[src/rtl/mdio_phy_responder_if.sv]
// -----------------------------------------------------------------------------
// mdio_phy_responder_if
// Clause-22 MDIO management bus as seen at the PHY pins.
//   mdc       : management clock from the MAC-side master
//   mdio_in   : MDIO line level as observed by the responder
//   mdio_out  : level the responder drives when mdio_oen = 0
//   mdio_oen  : 1 = responder releases the line, 0 = responder drives mdio_out
// Modports:
//   master : MAC side (drives mdc/mdio_in, observes responder drive)
//   slave  : PHY responder side
// -----------------------------------------------------------------------------
interface mdio_phy_responder_if;
  logic mdc;
  logic mdio_in;
  logic mdio_out;
  logic mdio_oen;

  modport master (
    output mdc,
    output mdio_in,
    input  mdio_out,
    input  mdio_oen
  );

  modport slave (
    input  mdc,
    input  mdio_in,
    output mdio_out,
    output mdio_oen
  );
endinterface

[src/rtl/mdio_phy_responder.sv]
// -----------------------------------------------------------------------------
// mdio_phy_responder
// PHY-side IEEE 802.3 Clause-22 MDIO responder. MDC and MDIO are oversampled on
// clk (clk must be at least 8x MDC); frames addressed to PHY_ADDR are decoded and
// served from a small 16-bit register file. Accepted writes are reported to user
// logic through wr_strobe/wr_regad/wr_data.
//
// Ports:
//   clk        in   system clock
//   reset      in   synchronous, active-high reset
//   mdio_bus   slave modport of mdio_phy_responder_if (mdc, mdio_in, mdio_out, mdio_oen)
//   link_up    in   live link status, visible in reg1[2]
//   wr_strobe  out  one-cycle pulse on every accepted write to PHY_ADDR
//   wr_regad   out  register address of the last accepted write
//   wr_data    out  data of the last accepted write
//   frame_err  out  one-cycle pulse on a malformed frame (bad ST or OP)
//
// Register map:
//   0    control, RW, bit15 = self-clearing soft reset of all RW registers
//   1    status, RO, {9'b0111_1001_0, 4'b0, link_up, 2'b01}
//   2/3  PHY identifier, RO (PHY_ID1 / PHY_ID2)
//   4-7  user scratch, RW, reset 0
//   8-31 read as zero, writes discarded
//
// Build option:
//   MDIO_PREAMBLE_SUPPRESSION_EN  when defined, a single preamble 1 before ST is
//   enough (suppressed-preamble mode); otherwise 32 consecutive 1s are required.
// -----------------------------------------------------------------------------
module mdio_phy_responder #(
  parameter logic [4:0]  PHY_ADDR     = 5'h10,
  parameter logic [15:0] PHY_ID1      = 16'h0141,
  parameter logic [15:0] PHY_ID2      = 16'h0CC2,
  parameter logic [15:0] CTRL_DEFAULT = 16'h1140
) (
  input  logic                       clk,
  input  logic                       reset,
  mdio_phy_responder_if.slave        mdio_bus,
  input  logic                       link_up,
  output logic                       wr_strobe,
  output logic [4:0]                 wr_regad,
  output logic [15:0]                wr_data,
  output logic                       frame_err
);

`ifdef MDIO_PREAMBLE_SUPPRESSION_EN
  localparam logic [5:0] PRE_MIN = 6'd1;
`else
  localparam logic [5:0] PRE_MIN = 6'd32;
`endif

  typedef enum logic [2:0] {
    S_PRE   = 3'd0,
    S_ST1   = 3'd1,
    S_OP    = 3'd2,
    S_PHYAD = 3'd3,
    S_REGAD = 3'd4,
    S_TA    = 3'd5,
    S_DATA  = 3'd6,
    S_SKIP  = 3'd7
  } state_t;

  // Synchronisers and edge detector
  logic [1:0]  mdc_sync_q;
  logic        mdc_prev_q;
  logic [1:0]  mdio_sync_q;
  logic        mdc_rise;
  logic        mdio_bit;

  // Frame decode state
  state_t      state_q;
  logic [5:0]  ones_q;
  logic [4:0]  bit_cnt_q;
  logic        op_first_q;
  logic        is_read_q;
  logic [4:0]  phyad_q;
  logic [4:0]  regad_q;
  logic [14:0] data_q;
  logic [15:0] rd_shift_q;

  // Registered outputs
  logic        mdio_out_q;
  logic        mdio_oen_q;
  logic        wr_strobe_q;
  logic        frame_err_q;
  logic [4:0]  wr_regad_q;
  logic [15:0] wr_data_q;

  // Register file
  logic [15:0] ctrl_q;
  logic [15:0] user_q [4];

  // Next values formed from the bit currently on the line
  logic [4:0]  regad_d;
  logic [15:0] data_d;
  logic [15:0] rd_mux;

  assign mdc_rise = mdc_sync_q[1] & ~mdc_prev_q;
  assign mdio_bit = mdio_sync_q[1];
  assign regad_d  = {regad_q[3:0], mdio_bit};
  assign data_d   = {data_q, mdio_bit};

  // Two-flop synchronisers for MDC/MDIO; idle-high reset avoids a false MDC edge
  always_ff @(posedge clk) begin
    if (reset) begin
      mdc_sync_q  <= 2'b11;
      mdc_prev_q  <= 1'b1;
      mdio_sync_q <= 2'b11;
    end else begin
      mdc_sync_q  <= {mdc_sync_q[0], mdio_bus.mdc};
      mdc_prev_q  <= mdc_sync_q[1];
      mdio_sync_q <= {mdio_sync_q[0], mdio_bus.mdio_in};
    end
  end

  // Read mux addressed by the full REGAD, used to snapshot read data at end of REGAD
  always_comb begin
    rd_mux = 16'h0000;
    case (regad_d)
      5'd0:    rd_mux = ctrl_q;
      5'd1:    rd_mux = {9'b0111_1001_0, 4'b0000, link_up, 2'b01};
      5'd2:    rd_mux = PHY_ID1;
      5'd3:    rd_mux = PHY_ID2;
      5'd4, 5'd5, 5'd6, 5'd7:
               rd_mux = user_q[regad_d[1:0]];
      default: rd_mux = 16'h0000;
    endcase
  end

  // Frame FSM, line drive, write commit and register file
  always_ff @(posedge clk) begin
    if (reset) begin
      state_q     <= S_PRE;
      ones_q      <= 6'd0;
      bit_cnt_q   <= 5'd0;
      op_first_q  <= 1'b0;
      is_read_q   <= 1'b0;
      phyad_q     <= 5'd0;
      regad_q     <= 5'd0;
      data_q      <= 15'd0;
      rd_shift_q  <= 16'h0000;
      mdio_out_q  <= 1'b1;
      mdio_oen_q  <= 1'b1;
      wr_strobe_q <= 1'b0;
      frame_err_q <= 1'b0;
      wr_regad_q  <= 5'd0;
      wr_data_q   <= 16'h0000;
      ctrl_q      <= CTRL_DEFAULT;
      for (int i = 0; i < 4; i++) begin
        user_q[i] <= 16'h0000;
      end
    end else begin
      wr_strobe_q <= 1'b0;
      frame_err_q <= 1'b0;
      if (mdc_rise) begin
        case (state_q)
          S_PRE: begin
            if (mdio_bit) begin
              if (ones_q != 6'd63) begin
                ones_q <= ones_q + 6'd1;
              end else begin
                ones_q <= ones_q;
              end
            end else begin
              // This 0 is the first ST bit when enough preamble preceded it
              if (ones_q >= PRE_MIN) begin
                state_q <= S_ST1;
              end else begin
                state_q <= S_PRE;
              end
              ones_q <= 6'd0;
            end
          end

          S_ST1: begin
            if (mdio_bit) begin
              state_q   <= S_OP;
              bit_cnt_q <= 5'd0;
            end else begin
              frame_err_q <= 1'b1;
              state_q     <= S_PRE;
            end
          end

          S_OP: begin
            if (bit_cnt_q == 5'd0) begin
              op_first_q <= mdio_bit;
              bit_cnt_q  <= 5'd1;
            end else if (op_first_q != mdio_bit) begin
              // 10 = read, 01 = write: the first OP bit alone tells them apart
              is_read_q <= op_first_q;
              state_q   <= S_PHYAD;
              bit_cnt_q <= 5'd0;
            end else begin
              frame_err_q <= 1'b1;
              state_q     <= S_PRE;
              bit_cnt_q   <= 5'd0;
            end
          end

          S_PHYAD: begin
            phyad_q <= {phyad_q[3:0], mdio_bit};
            if (bit_cnt_q == 5'd4) begin
              state_q   <= S_REGAD;
              bit_cnt_q <= 5'd0;
            end else begin
              bit_cnt_q <= bit_cnt_q + 5'd1;
            end
          end

          S_REGAD: begin
            regad_q <= regad_d;
            if (bit_cnt_q == 5'd4) begin
              bit_cnt_q  <= 5'd0;
              rd_shift_q <= rd_mux;
              if (phyad_q == PHY_ADDR) begin
                state_q <= S_TA;
              end else begin
                state_q <= S_SKIP;
              end
            end else begin
              bit_cnt_q <= bit_cnt_q + 5'd1;
            end
          end

          S_TA: begin
            // Outputs set here are for the following bit period: after TA bit 1
            // the responder drives 0 for TA bit 2, after TA bit 2 it drives D15.
            if (bit_cnt_q == 5'd0) begin
              bit_cnt_q <= 5'd1;
              if (is_read_q) begin
                mdio_oen_q <= 1'b0;
                mdio_out_q <= 1'b0;
              end else begin
                mdio_oen_q <= 1'b1;
                mdio_out_q <= 1'b1;
              end
            end else begin
              bit_cnt_q <= 5'd0;
              state_q   <= S_DATA;
              if (is_read_q) begin
                mdio_out_q <= rd_shift_q[15];
                rd_shift_q <= {rd_shift_q[14:0], 1'b0};
              end else begin
                mdio_out_q <= 1'b1;
              end
            end
          end

          S_DATA: begin
            data_q <= data_d[14:0];
            if (bit_cnt_q == 5'd15) begin
              state_q    <= S_PRE;
              bit_cnt_q  <= 5'd0;
              mdio_oen_q <= 1'b1;
              mdio_out_q <= 1'b1;
              if (!is_read_q) begin
                wr_strobe_q <= 1'b1;
                wr_regad_q  <= regad_q;
                wr_data_q   <= data_d;
                case (regad_q)
                  5'd0: begin
                    // Soft reset: bit15 never lands in ctrl, so it reads back 0
                    if (data_d[15]) begin
                      ctrl_q <= CTRL_DEFAULT;
                      for (int i = 0; i < 4; i++) begin
                        user_q[i] <= 16'h0000;
                      end
                    end else begin
                      ctrl_q <= data_d;
                    end
                  end
                  5'd4, 5'd5, 5'd6, 5'd7: begin
                    user_q[regad_q[1:0]] <= data_d;
                  end
                  default: begin
                    ctrl_q <= ctrl_q;
                  end
                endcase
              end else begin
                wr_strobe_q <= 1'b0;
              end
            end else begin
              bit_cnt_q <= bit_cnt_q + 5'd1;
              if (is_read_q) begin
                mdio_out_q <= rd_shift_q[15];
                rd_shift_q <= {rd_shift_q[14:0], 1'b0};
              end else begin
                mdio_out_q <= 1'b1;
              end
            end
          end

          S_SKIP: begin
            // Frame for another PHY: let TA + DATA (18 bits) pass untouched
            if (bit_cnt_q == 5'd17) begin
              state_q   <= S_PRE;
              bit_cnt_q <= 5'd0;
            end else begin
              bit_cnt_q <= bit_cnt_q + 5'd1;
            end
          end

          default: begin
            state_q    <= S_PRE;
            bit_cnt_q  <= 5'd0;
            ones_q     <= 6'd0;
            mdio_oen_q <= 1'b1;
            mdio_out_q <= 1'b1;
          end
        endcase
      end else begin
        state_q <= state_q;
      end
    end
  end

  assign mdio_bus.mdio_out = mdio_out_q;
  assign mdio_bus.mdio_oen = mdio_oen_q;
  assign wr_strobe         = wr_strobe_q;
  assign wr_regad          = wr_regad_q;
  assign wr_data           = wr_data_q;
  assign frame_err         = frame_err_q;

endmodule

[src/flat_wrapper.sv]
// flat-port wrapper written by rule: the top's interface ports become plain ports
module mdio_phy_responder_flat 
#(
  parameter logic [4:0]  PHY_ADDR     = 5'h10,
  parameter logic [15:0] PHY_ID1      = 16'h0141,
  parameter logic [15:0] PHY_ID2      = 16'h0CC2,
  parameter logic [15:0] CTRL_DEFAULT = 16'h1140
)
  (clk, reset, link_up, wr_strobe, wr_regad, wr_data, frame_err, mdio_bus_mdc, mdio_bus_mdio_in, mdio_bus_mdio_out, mdio_bus_mdio_oen);
  mdio_phy_responder_if mdio_bus_i ();
  input  logic clk;
  input  logic reset;
  input  logic link_up;
  output logic wr_strobe;
  output logic [4:0] wr_regad;
  output logic [15:0] wr_data;
  output logic frame_err;
  input wire logic [$bits(mdio_bus_i.mdc)-1:0] mdio_bus_mdc;
  input wire logic [$bits(mdio_bus_i.mdio_in)-1:0] mdio_bus_mdio_in;
  output wire logic [$bits(mdio_bus_i.mdio_out)-1:0] mdio_bus_mdio_out;
  output wire logic [$bits(mdio_bus_i.mdio_oen)-1:0] mdio_bus_mdio_oen;
  assign mdio_bus_i.mdc = mdio_bus_mdc;
  assign mdio_bus_i.mdio_in = mdio_bus_mdio_in;
  assign mdio_bus_mdio_out = mdio_bus_i.mdio_out;
  assign mdio_bus_mdio_oen = mdio_bus_i.mdio_oen;
  mdio_phy_responder #(.PHY_ADDR(PHY_ADDR), .PHY_ID1(PHY_ID1), .PHY_ID2(PHY_ID2), .CTRL_DEFAULT(CTRL_DEFAULT)) u_core (.clk(clk), .reset(reset), .mdio_bus(mdio_bus_i), .link_up(link_up), .wr_strobe(wr_strobe), .wr_regad(wr_regad), .wr_data(wr_data), .frame_err(frame_err));
endmodule
[config.mk]
export PLATFORM = sky130hd
export DESIGN_NAME = mdio_phy_responder_flat
export DESIGN_NICKNAME = d
export VERILOG_FILES = /design/src/rtl/mdio_phy_responder_if.sv /design/src/rtl/mdio_phy_responder.sv /design/src/flat_wrapper.sv
export SDC_FILE = /design/constraint.sdc
export NUM_CORES = 1
export LEC_CHECK = 0
export CAP_MARGIN = 5
export CELL_PAD_IN_SITES_DETAIL_PLACEMENT = 0
export CELL_PAD_IN_SITES_GLOBAL_PLACEMENT = 1
export CORE_ASPECT_RATIO = 1.25
export CORE_MARGIN = 2
export CORE_UTILIZATION = 53
export CTS_BUF_LIST = sky130_fd_sc_hd__clkbuf_8
export CTS_CLUSTER_DIAMETER = 100
export DETAILED_ROUTE_END_ITERATION = 6
export PLACE_DENSITY_LB_ADDON = 0.15
export SLEW_MARGIN = 25
export SYNTH_ARGS = -nofsm -noshare
export SYNTH_HDL_FRONTEND = slang
export SYNTH_SLANG_ARGS = --single-unit
[constraint.sdc]
create_clock -name clk -period 4.9 [get_ports clk]
set_input_delay 0.98 -clock clk [delete_from_list [all_inputs] [get_ports clk]]
set_output_delay 0.98 -clock clk [all_outputs]
set_load 0.005 [all_outputs]
==> results of run 1 <==
per-stage QoR:
step	hold slack (ns)	std cells	setup slack, ns
4_1_cts	0.416	973	1.37
2_1_floorplan	0.389	781	1.71
3_5_place_dp	0.394	941	1.40
3_3_place_gp	0.398	941	1.54
6_report	0.414	973	1.33
5_1_grt	0.433	973	1.00
critical path, delay by kind of cell (launching register included):
kind / cells / cell delay, ns
simple gates: 6 / 2.05
fa+ha+maj: 2 / 0.45
flops: 1 / 0.42
buf+inv: 1 / 0.28
logic make-up after synthesis:
logic type / after synthesis / synth area share
XOR/XNOR: 5 / 0.00584
AO/OA/AOI/OAI: 154 / 0.124
AND/OR/NAND/NOR: 346 / 0.240
flip-flops: 166 / 0.529
multiplexers: 37 / 0.0511
adder cells (fa/ha/maj): 7 / 0.0117
buffers and inverters: 66 / 0.0380
cell usage after synthesis (all sizes together), types with 2 or more instances:
| cell | instances | share of area |
|---|---|---|
| nand2 | 128 | 0.064 |
| dfxtp | 102 | 0.27 |
| a21oi | 68 | 0.045 |
| edfxtp | 64 | 0.26 |
| and2 | 62 | 0.052 |
| nor2 | 51 | 0.026 |
| mux2i | 36 | 0.048 |
| o21ai | 33 | 0.022 |
| clkbuf | 30 | 0.015 |
| buf | 24 | 0.017 |
| nand3 | 22 | 0.015 |
| a311oi | 14 | 0.016 |
| nand2b | 12 | 0.010 |
| nor3 | 11 | 0.0093 |
| inv | 10 | 0.0050 |
| nand3b | 9 | 0.0090 |
| and3 | 8 | 0.0067 |
| nand4 | 8 | 0.0067 |
| nor2b | 8 | 0.0067 |
| ha | 7 | 0.012 |
| or2 | 7 | 0.0058 |
| o22ai | 6 | 0.0050 |
| a211oi | 5 | 0.0050 |
| xor2 | 5 | 0.0058 |
| a31oi | 4 | 0.0033 |
| nor4 | 4 | 0.0053 |
| or3 | 4 | 0.0040 |
| a22oi | 3 | 0.0030 |
| a32oi | 3 | 0.0035 |
| nor3b | 3 | 0.0045 |
| o211ai | 3 | 0.0030 |
| a21o | 2 | 0.0020 |
| a41oi | 2 | 0.0023 |
| and3b | 2 | 0.0023 |
| clkinv | 2 | 0.0010 |
| nand4bb | 2 | 0.0052 |
| o211a | 2 | 0.0027 |
| o32ai | 2 | 0.0023 |
| or4 | 2 | 0.0020 |
how the worst max path moves through the flow:
| stage | slack, ns | cells past startpoint | end | startpoint |
|---|---|---|---|---|
| 6_report | 1.33 | 9 | u_core.user_q[2][4] | u_core.bit_cnt_q[0] |
| 3_3_place_gp | 1.54 | 9 | u_core.user_q[2][12] | u_core.bit_cnt_q[0] |
| 5_1_grt | 1.00 | 9 | u_core.user_q[2][1] | u_core.bit_cnt_q[0] |
| 3_5_place_dp | 1.40 | 9 | u_core.user_q[2][14] | u_core.bit_cnt_q[0] |
| 2_1_floorplan | 1.71 | 8 | u_core.user_q[3][0] | u_core.bit_cnt_q[0] |
| 4_1_cts | 1.37 | 9 | u_core.user_q[2][4] | u_core.bit_cnt_q[0] |
state kept, by name (all words and copies together), names as in the netlist, 6 cells and up:
name	flops
u_core.rd_shift_q	16
u_core.data_q	15
u_core.ctrl_q	15
u_core.user_q	64
u_core.wr_data	16
u_core.ones_q	6
power by group through the flow:
stage,registers (mW),clock network [mW],logic [mW]
floorplan,1.48,0,0.0375
global placement,1.49,0,0.0516
detailed placement,1.49,0,0.0526
CTS,1.46,1.02,0.0528
global route,1.46,1.07,0.0575
finish,1.46,1.00,0.0528
metal layers:
layer | track usage | vias up | wire (um)
met5 | 0 | - | 0
met4 | 0.0958 | 0 | 402
met3 | 0.0410 | 31 | 729
met2 | 0.443 | 173 | 9660
met1 | 0.323 | 2738 | 7760
li1 | - | 2756 | -
cell type report:
type / count / area [um2] / share of cell area
Multi-Input combinational cell: 549 / 3250 / 0.395
Sequential cell: 166 / 3970 / 0.481
Clock buffer: 17 / 234 / 0.0284
Clock inverter: 15 / 166 / 0.0202
Inverter: 12 / 45.0 / 0.00547
Timing Repair Buffer: 39 / 360 / 0.0437
Tap cell: 175 / 219 / 0.0266
==> impl_metrics.csv, run 1 <==
group,metric,value,unit
status,status,"completed",
placement,dp_hpwl,12700,um
hold_path,hold_depth,1,
logic_synthesis,syn-num-nets,793,
timing,tightestPinTransition,0.950,ns
route,wirelength,18600,um
logic_synthesis,synth_area,0.00750,mm2
setup_path,crit_arrival,3.66,ns
route,viasPerCell,5.86,
setup_path,timing.rr.start,"u_core.bit_cnt_q[0]",
final_layout,drive_above_1_share,0.0840,
timing,setup_tns,0,ns
clocking,worstSkewPairLatency,0.46,ns
final_layout,antenna_cells,0,
logic_synthesis,synth-async-reset-ratio,0,
global_route,antenna_found_initial,0,
final_layout,synthToLayoutAreaGrowth,9.91,%
setup_path,r2r_end,"u_core.user_q[2][4]",
logic_synthesis,avgSynthCellArea,9.60,um2
die,die_x,110,um
die,dieArea,0.0151,mm2
setup_path,reg2reg_depth,9,
setup_path,crit_type,"reg2reg",
power,ir_worst_vdd,0.195,mV
clocking,cts_tree,"yes",
route,routedWlPerCell,19.1,um
timing,setup_viol,0,
die,initial_core_util,0.543,
clocking,post_cts_resized,0,
setup_path,r2r_setup_slack,1.33,ns
timing,min_period,3.57,ns
power,switching_share,0.231,
power,finalPower,2.51,mW
placement,place_area,0.00784,mm2
global_route,grt_pass1_vias,5213,
logic_synthesis,yosys.cell_types.count,61,
setup_path,crit_required,4.99,ns
clocking,cts_hold_buf,0,
clocking,cts_sinks,166,
die,io_pins,30,
power,pwr-share-seq,0.580,
global_route,grt_usage,0.257,
timing,rsz0062_at_grt,"no",
clocking,clk_pin_slew,0.09,ns
power,p_comb_frac,0.021,
timing,drv_slew,0,
power,clockPowerShare,0.399,
route,postRouteAntennaNets,0,
logic_synthesis,yosysWarnings,0,
power,switchingPower,0.581,mW
logic_synthesis,synth_edf_count,64,
clocking,cts_setup_buffers,0,
clocking,cts_buffers,17,
logic_synthesis,netlist_instances,781,
die,die_h,137,um
setup_path,slowest_stage,"nand2b_1",
setup_path,startpoint_type,"flop",
placement,port_buffers,29,
hold_path,hold_end,"u_core.mdio_sync_q[1]",
setup_path,slowest_delay,0.68,ns
route,drtPass1Iterations,5,
placement,finalWeightedCongestion,0.912,
clocking,cts-root-buf,"clkbuf_8",
power,power_density,304,mW/mm2
final_layout,utilization,0.597,
global_route,grt_overflow,0,
logic_synthesis,ys_seq_elements,166,
die,rows,48,
timing,relSlewSlack,0.367,
global_route,grt_first_pass_wirelength,28500,um
hold_path,worstHoldStart,"u_core.mdio_sync_q[0]",
final_layout,nNetsFinal,797,
die,core_area,0.0138,mm2
power,leakagePower,2.81,nW
logic_synthesis,ys.flop_type,"dfxtp_1",
flow_run,cap_violations,0,
setup_path,worstPathCellList,"ha_1 > and3_1 > ha_1 > nor2b_1 > and3_1 > buf_4 > nand4b_4 > nor3_2 > nand2b_1",
timing,finalHoldViolCount,0,
setup_path,end_kind,"flop",
power,intPower,1.93,mW
route,vias,5698,
final_layout,final_area,0.00824,mm2
route,drt_iter0_markers,468,
clocking,clockBufferDepth,2,
timing,fin_skew,0.0123,ns
final_layout,layout_commonest_cell,"nand2_1",
global_route,grt_max_degree,95,
logic_synthesis,synth_seq_area_share,0.529,
route,drcViolationCount,0,
timing,max_freq,280,MHz
timing,finalCritPeriodShare,0.729,
hold_path,hold_class,"reg2reg",
final_layout,fillers,1207,
setup_path,crit_fanout,22,
final_layout,layout_common_cells,"nand2_1, dfxtp_1, a21oi_1",
clocking,htree_levels,4,
(Power assumes the default switching activity.)
==> run 2: changes to the inputs <==
--- a/config.mk
+++ b/config.mk
@@ -10,7 +10,7 @@
 export CELL_PAD_IN_SITES_GLOBAL_PLACEMENT = 1
 export CORE_ASPECT_RATIO = 1.25
 export CORE_MARGIN = 2
-export CORE_UTILIZATION = 53
+export CORE_UTILIZATION = 49
 export CTS_BUF_LIST = sky130_fd_sc_hd__clkbuf_8
 export CTS_CLUSTER_DIAMETER = 100
 export DETAILED_ROUTE_END_ITERATION = 6
==> constraint.sdc (replaced) <==
create_clock -name clk -period 3.5 [get_ports clk]
set_input_delay 0.7 -clock clk [delete_from_list [all_inputs] [get_ports clk]]
set_output_delay 0.7 -clock clk [all_outputs]
set_load 0.005 [all_outputs]
==> run 2 against run 1 <==
Clock power up 38%. Combinational power up 49%. Final area up 1.2%. Critical path type unchanged.
==> impl_metrics.csv, run 2 (synthesis results as in run 1) <==
group,metric,value,unit
status,status,"completed",
clocking,cts_setup_buffers,0,
timing,rsz0062_at_grt,"no",
clocking,clk_pin_slew,0.08,ns
final_layout,drive_above_1_share,0.0912,
clocking,htree_levels,4,
route,drcViolationCount,0,
timing,drv_slew,0,
setup_path,crit_required,3.59,ns
global_route,grt_max_degree,61,
timing,setup_tns,0,ns
final_layout,largest_register,"u_core.user_q",
clocking,cts-root-buf,"clkbuf_8",
setup_path,crit_fanout,16,
timing,tightestPinTransition,0.865,ns
final_layout,antenna_cells,0,
setup_path,crit_type,"reg2reg",
clocking,post_cts_resized,0,
final_layout,nNetsFinal,810,
placement,dp_hpwl,12700,um
route,wl_met3,692,um
route,postRouteAntennaNets,0,
flow_run,cap_violations,0,
clocking,worstSkewPairLatency,0.45,ns
final_layout,layout_commonest_cell,"nand2_1",
timing,setup_ws,0.543,ns
power,ir_worst_vdd,0.252,mV
die,die_x,115,um
global_route,antenna_found_initial,0,
timing,relSlewSlack,0.422,
clocking,cts_tree,"yes",
clocking,cts_buffers,17,
die,io_pins,30,
setup_path,crit_arrival,3.04,ns
timing,fin_skew,0.0134,ns
die,die_h,142,um
final_layout,largest_register_ffs,64,
route,wl_met2,9440,um
final_layout,synthToLayoutAreaGrowth,11.3,%
route,highest_layer,"met4",
global_route,grt_overflow,0,
setup_path,r2r_setup_slack,0.54,ns
timing,min_period,2.96,ns
final_layout,final_area,0.00834,mm2
timing,max_freq,338,MHz
route,routedWlPerCell,18.3,um
global_route,grt_first_pass_wirelength,29200,um
die,dieArea,0.0163,mm2
route,wirelength,18200,um
placement,finalWeightedCongestion,0.854,
clocking,clockBufferDepth,2,
placement,place_area,0.00795,mm2
power,finalPower,3.49,mW
setup_path,startpoint_type,"flop",
power,power_density,419,mW/mm2
setup_path,end_kind,"flop",
timing,finalCritPeriodShare,0.845,
route,drt_iter0_markers,461,
clocking,cts_sinks,166,
timing,setup_viol,0,
clocking,cts_hold_buf,0,
hold_path,hold_class,"reg2reg",
route,met1_length,7630,um
route,viasPerCell,5.69,
global_route,grt_usage,0.235,
die,core_area,0.0150,mm2
placement,dp_slack,0.559,ns
placement,port_buffers,29,
route,vias,5648,
die,initial_core_util,0.502,
route,drtPass1Iterations,5,
die,rows,50,
power,leakagePower,2.88,nW
final_layout,layout_common_cells,"nand2_1, dfxtp_1, a21oi_1",
global_route,grt_pass1_vias,5458,
final_layout,fillers,1334,
timing,finalHoldViolCount,0,
==> run 2: cell types whose count changed in the layout (fill, tap and decap cells not counted), sizes merged <==
cell      before  now
clkinvlp       0    2
inv           18   14
bufinv         2    3
buf           11   24
clkinv         7    8
==> run 2: report_power, final <==
part           total [mW]  internal [mW]  switching [mW]
Clock                1.38          0.696           0.682
Sequential           2.04           2.03          0.0107
Combinational      0.0788         0.0222          0.0566
Total                3.49           2.74           0.749
==> run 2: metal layers <==
metal,vias to the layer above,global-route usage
met5,-,0
met4,0,0.0815
met2,148,0.413
met3,27,0.0443
met1,2702,0.287
li1,2771,-
==> run 2: path summary, 6_finish.rpt <==
kind                                              end  cells past startpoint                   from
worst max register to register    u_core.user_q[1][2]                      8    u_core.bit_cnt_q[0]
worst max-delay path              u_core.user_q[1][2]                      8    u_core.bit_cnt_q[0]
worst min register to register  u_core.mdio_sync_q[1]                      1  u_core.mdio_sync_q[0]
worst min-delay path            u_core.mdio_sync_q[1]                      1  u_core.mdio_sync_q[0]
==> run 2: area by class of cell <==
class,instances,area [um2],share of cell area
well taps,182,228,0.0273
clock inverters,15,164,0.0196
flip-flops and latches,166,3970,0.475
multi-input cells,549,3250,0.389
repair buffers,52,458,0.0549
clock buffers,17,234,0.0280
inverters,12,45.0,0.00540
==> run 2: worst max-delay path, stage by stage, from the launching register on <==
cell and delay, ns:
dfxtp_1 0.40, ha_1 0.21, and3_1 0.20, ha_1 0.26, nor2b_1 0.21, and3_1 0.24, nand4b_4 0.21, nor3b_4 0.23
nand2b_1 0.63
==> run 2: metrics by stage <==
| step | util | hold WS [ns] | instances |
|---|---|---|---|
| global route | 0.558 | 0.421 | 993 |
| floorplan | - | 0.389 | 781 |
| finish | 0.558 | 0.411 | 993 |
| detailed placement | 0.531 | 0.393 | 961 |
| CTS | 0.558 | 0.414 | 993 |
| global placement | 0.531 | 0.392 | 961 |
==> run 3: changes to the inputs <==
--- a/config.mk
+++ b/config.mk
@@ -10,7 +10,7 @@
 export CELL_PAD_IN_SITES_GLOBAL_PLACEMENT = 1
 export CORE_ASPECT_RATIO = 1.25
 export CORE_MARGIN = 2
-export CORE_UTILIZATION = 49
+export CORE_UTILIZATION = 45
 export CTS_BUF_LIST = sky130_fd_sc_hd__clkbuf_8
 export CTS_CLUSTER_DIAMETER = 100
 export DETAILED_ROUTE_END_ITERATION = 6
==> constraint.sdc (replaced) <==
create_clock -name clk -period 2.6 [get_ports clk]
set_input_delay 0.52 -clock clk [delete_from_list [all_inputs] [get_ports clk]]
set_output_delay 0.52 -clock clk [all_outputs]
set_load 0.005 [all_outputs]
==> run 3 against run 2 <==
Global-route usage shrank 1.6 points. Critical endpoint is now u_core.user_q[2][13]. Clock-buffer cell count grew 1. Combinational power is 41% higher. Via count increased by 0.85%. Sequential power grew 34%.
==> impl_metrics.csv, run 3 (synthesis results as in run 1) <==
group,metric,value,unit
die,core_area,0.0163,mm2
timing,tightestPinTransition,0.952,ns
setup_path,slowest_stage,"dfxtp_1",
setup_path,worstPathCellList,"ha_1 > and3_1 > ha_1 > nor2b_2 > and3_4 > nand4b_4 > buf_4 > nor3_2 > nand2b_1 > buf_4",
final_layout,layout_commonest_cell,"nand2_1",
placement,finalWeightedCongestion,0.823,
clocking,cts_tree,"yes",
global_route,grt_usage,0.219,
clocking,clockBufferDepth,2,
timing,setup_viol,0,
route,wirelength,18800,um
final_layout,utilization,0.523,
hold_path,hold_class,"reg2reg",
final_layout,largest_register_ffs,64,
placement,place_area,0.00807,mm2
timing,fin_skew,0.0131,ns
power,power_density,561,mW/mm2
clocking,clk_pin_slew,0.09,ns
die,initial_core_util,0.461,
final_layout,nNetsFinal,819,
final_layout,fillers,1518,
clocking,cts_hold_buf,0,
route,drt_iter0_markers,385,
timing,setup_ws,0.144,ns
placement,port_buffers,29,
final_layout,drive_above_1_share,0.113,
setup_path,end_kind,"flop",
final_layout,final_area,0.00851,mm2
timing,finalCritPeriodShare,0.945,
route,routedWlPerCell,18.1,um
setup_path,startpoint_type,"flop",
final_layout,synthToLayoutAreaGrowth,13.4,%
route,viasPerCell,5.50,
status,status,"completed",
power,leakagePower,2.92,nW
flow_run,cap_violations,0,
route,vias,5696,
clocking,cts-root-buf,"clkbuf_8",
route,drcViolationCount,0,
die,rows,52,
timing,fin_hold_ws,0.417,ns
setup_path,crit_required,2.77,ns
clocking,worstSkewPairLatency,0.46,ns
global_route,grt_overflow,0,
final_layout,layout_common_cells,"nand2_1, dfxtp_1, a21oi_1",
placement,dp_slack,-0.0151,ns
final_layout,final_cell_count_no_fill,1036,
timing,drv_slew,0,
setup_path,slowest_delay,0.36,ns
timing,finalHoldViolCount,0,
clocking,cts_sinks,166,
die,dieArea,0.0177,mm2
die,die_h,148,um
global_route,antenna_found_initial,0,
clocking,post_cts_resized,1,
final_layout,antenna_cells,0,
setup_path,crit_type,"reg2reg",
die,die_x,119,um
power,ir_worst_vdd,0.309,mV
timing,setup_tns,0,ns
die,io_pins,30,
placement,dp_hpwl,12900,um
timing,rsz0062_at_grt,"no",
route,drtPass1Iterations,5,
final_layout,largest_register,"u_core.user_q",
clocking,htree_levels,4,
power,finalPower,4.77,mW
global_route,grt_max_degree,95,
clocking,cts_setup_buffers,0,
setup_path,crit_arrival,2.62,ns
route,postRouteAntennaNets,0,
timing,relSlewSlack,0.366,
clocking,cts_buffers,17,
setup_path,crit_fanout,8,
timing,min_period,2.46,ns
global_route,grt_pass1_vias,5528,
global_route,grt_first_pass_wirelength,29900,um
timing,max_freq,407,MHz
placement,place_inst,1004,
-- run 3: worst max-delay path, delay by kind of cell, from the launching register on --
| family | cells | cell delay (ns) |
|---|---|---|
| flops | 1 | 0.36 |
| simple gates | 6 | 1.04 |
| buf+inv | 2 | 0.40 |
| fa+ha+maj | 2 | 0.37 |
-- run 3: power breakdown --
group | internal [mW] | switching [mW] | leakage (nW) | total (mW)
clock | 0.907 | 1.01 | 0.205 | 1.92
combinational | 0.0335 | 0.0771 | 1.24 | 0.111
sequential | 2.73 | 0.0135 | 1.48 | 2.74
total | 3.67 | 1.10 | 2.92 | 4.77
-- run 3: metal layers --
layer | track usage | routed length, um
met1 | 0.271 | 8000
met3 | 0.0403 | 722
met5 | 0 | 0
met4 | 0.0906 | 504
met2 | 0.377 | 9540
-- run 3: area by class of cell --
| class | count | area [um2] | share of cell area |
|---|---|---|---|
| clock inverters | 14 | 163 | 0.0191 |
| well taps | 216 | 270 | 0.0318 |
| flip-flops and latches | 166 | 3970 | 0.466 |
| clock buffers | 18 | 248 | 0.0291 |
| multi-input cells | 549 | 3270 | 0.385 |
| inverters | 12 | 45.0 | 0.00529 |
| repair buffers | 61 | 542 | 0.0637 |
-- run 3: worst paths after layout --
check	startpoint	cells after the start	end	slack, ns
worst max-delay path	u_core.bit_cnt_q[1]	10	u_core.user_q[2][13]	0.14
worst min-delay path	u_core.mdio_sync_q[0]	1	u_core.mdio_sync_q[1]	0.42
worst max register to register	u_core.bit_cnt_q[1]	10	u_core.user_q[2][13]	0.14
worst min register to register	u_core.mdio_sync_q[0]	1	u_core.mdio_sync_q[1]	0.42
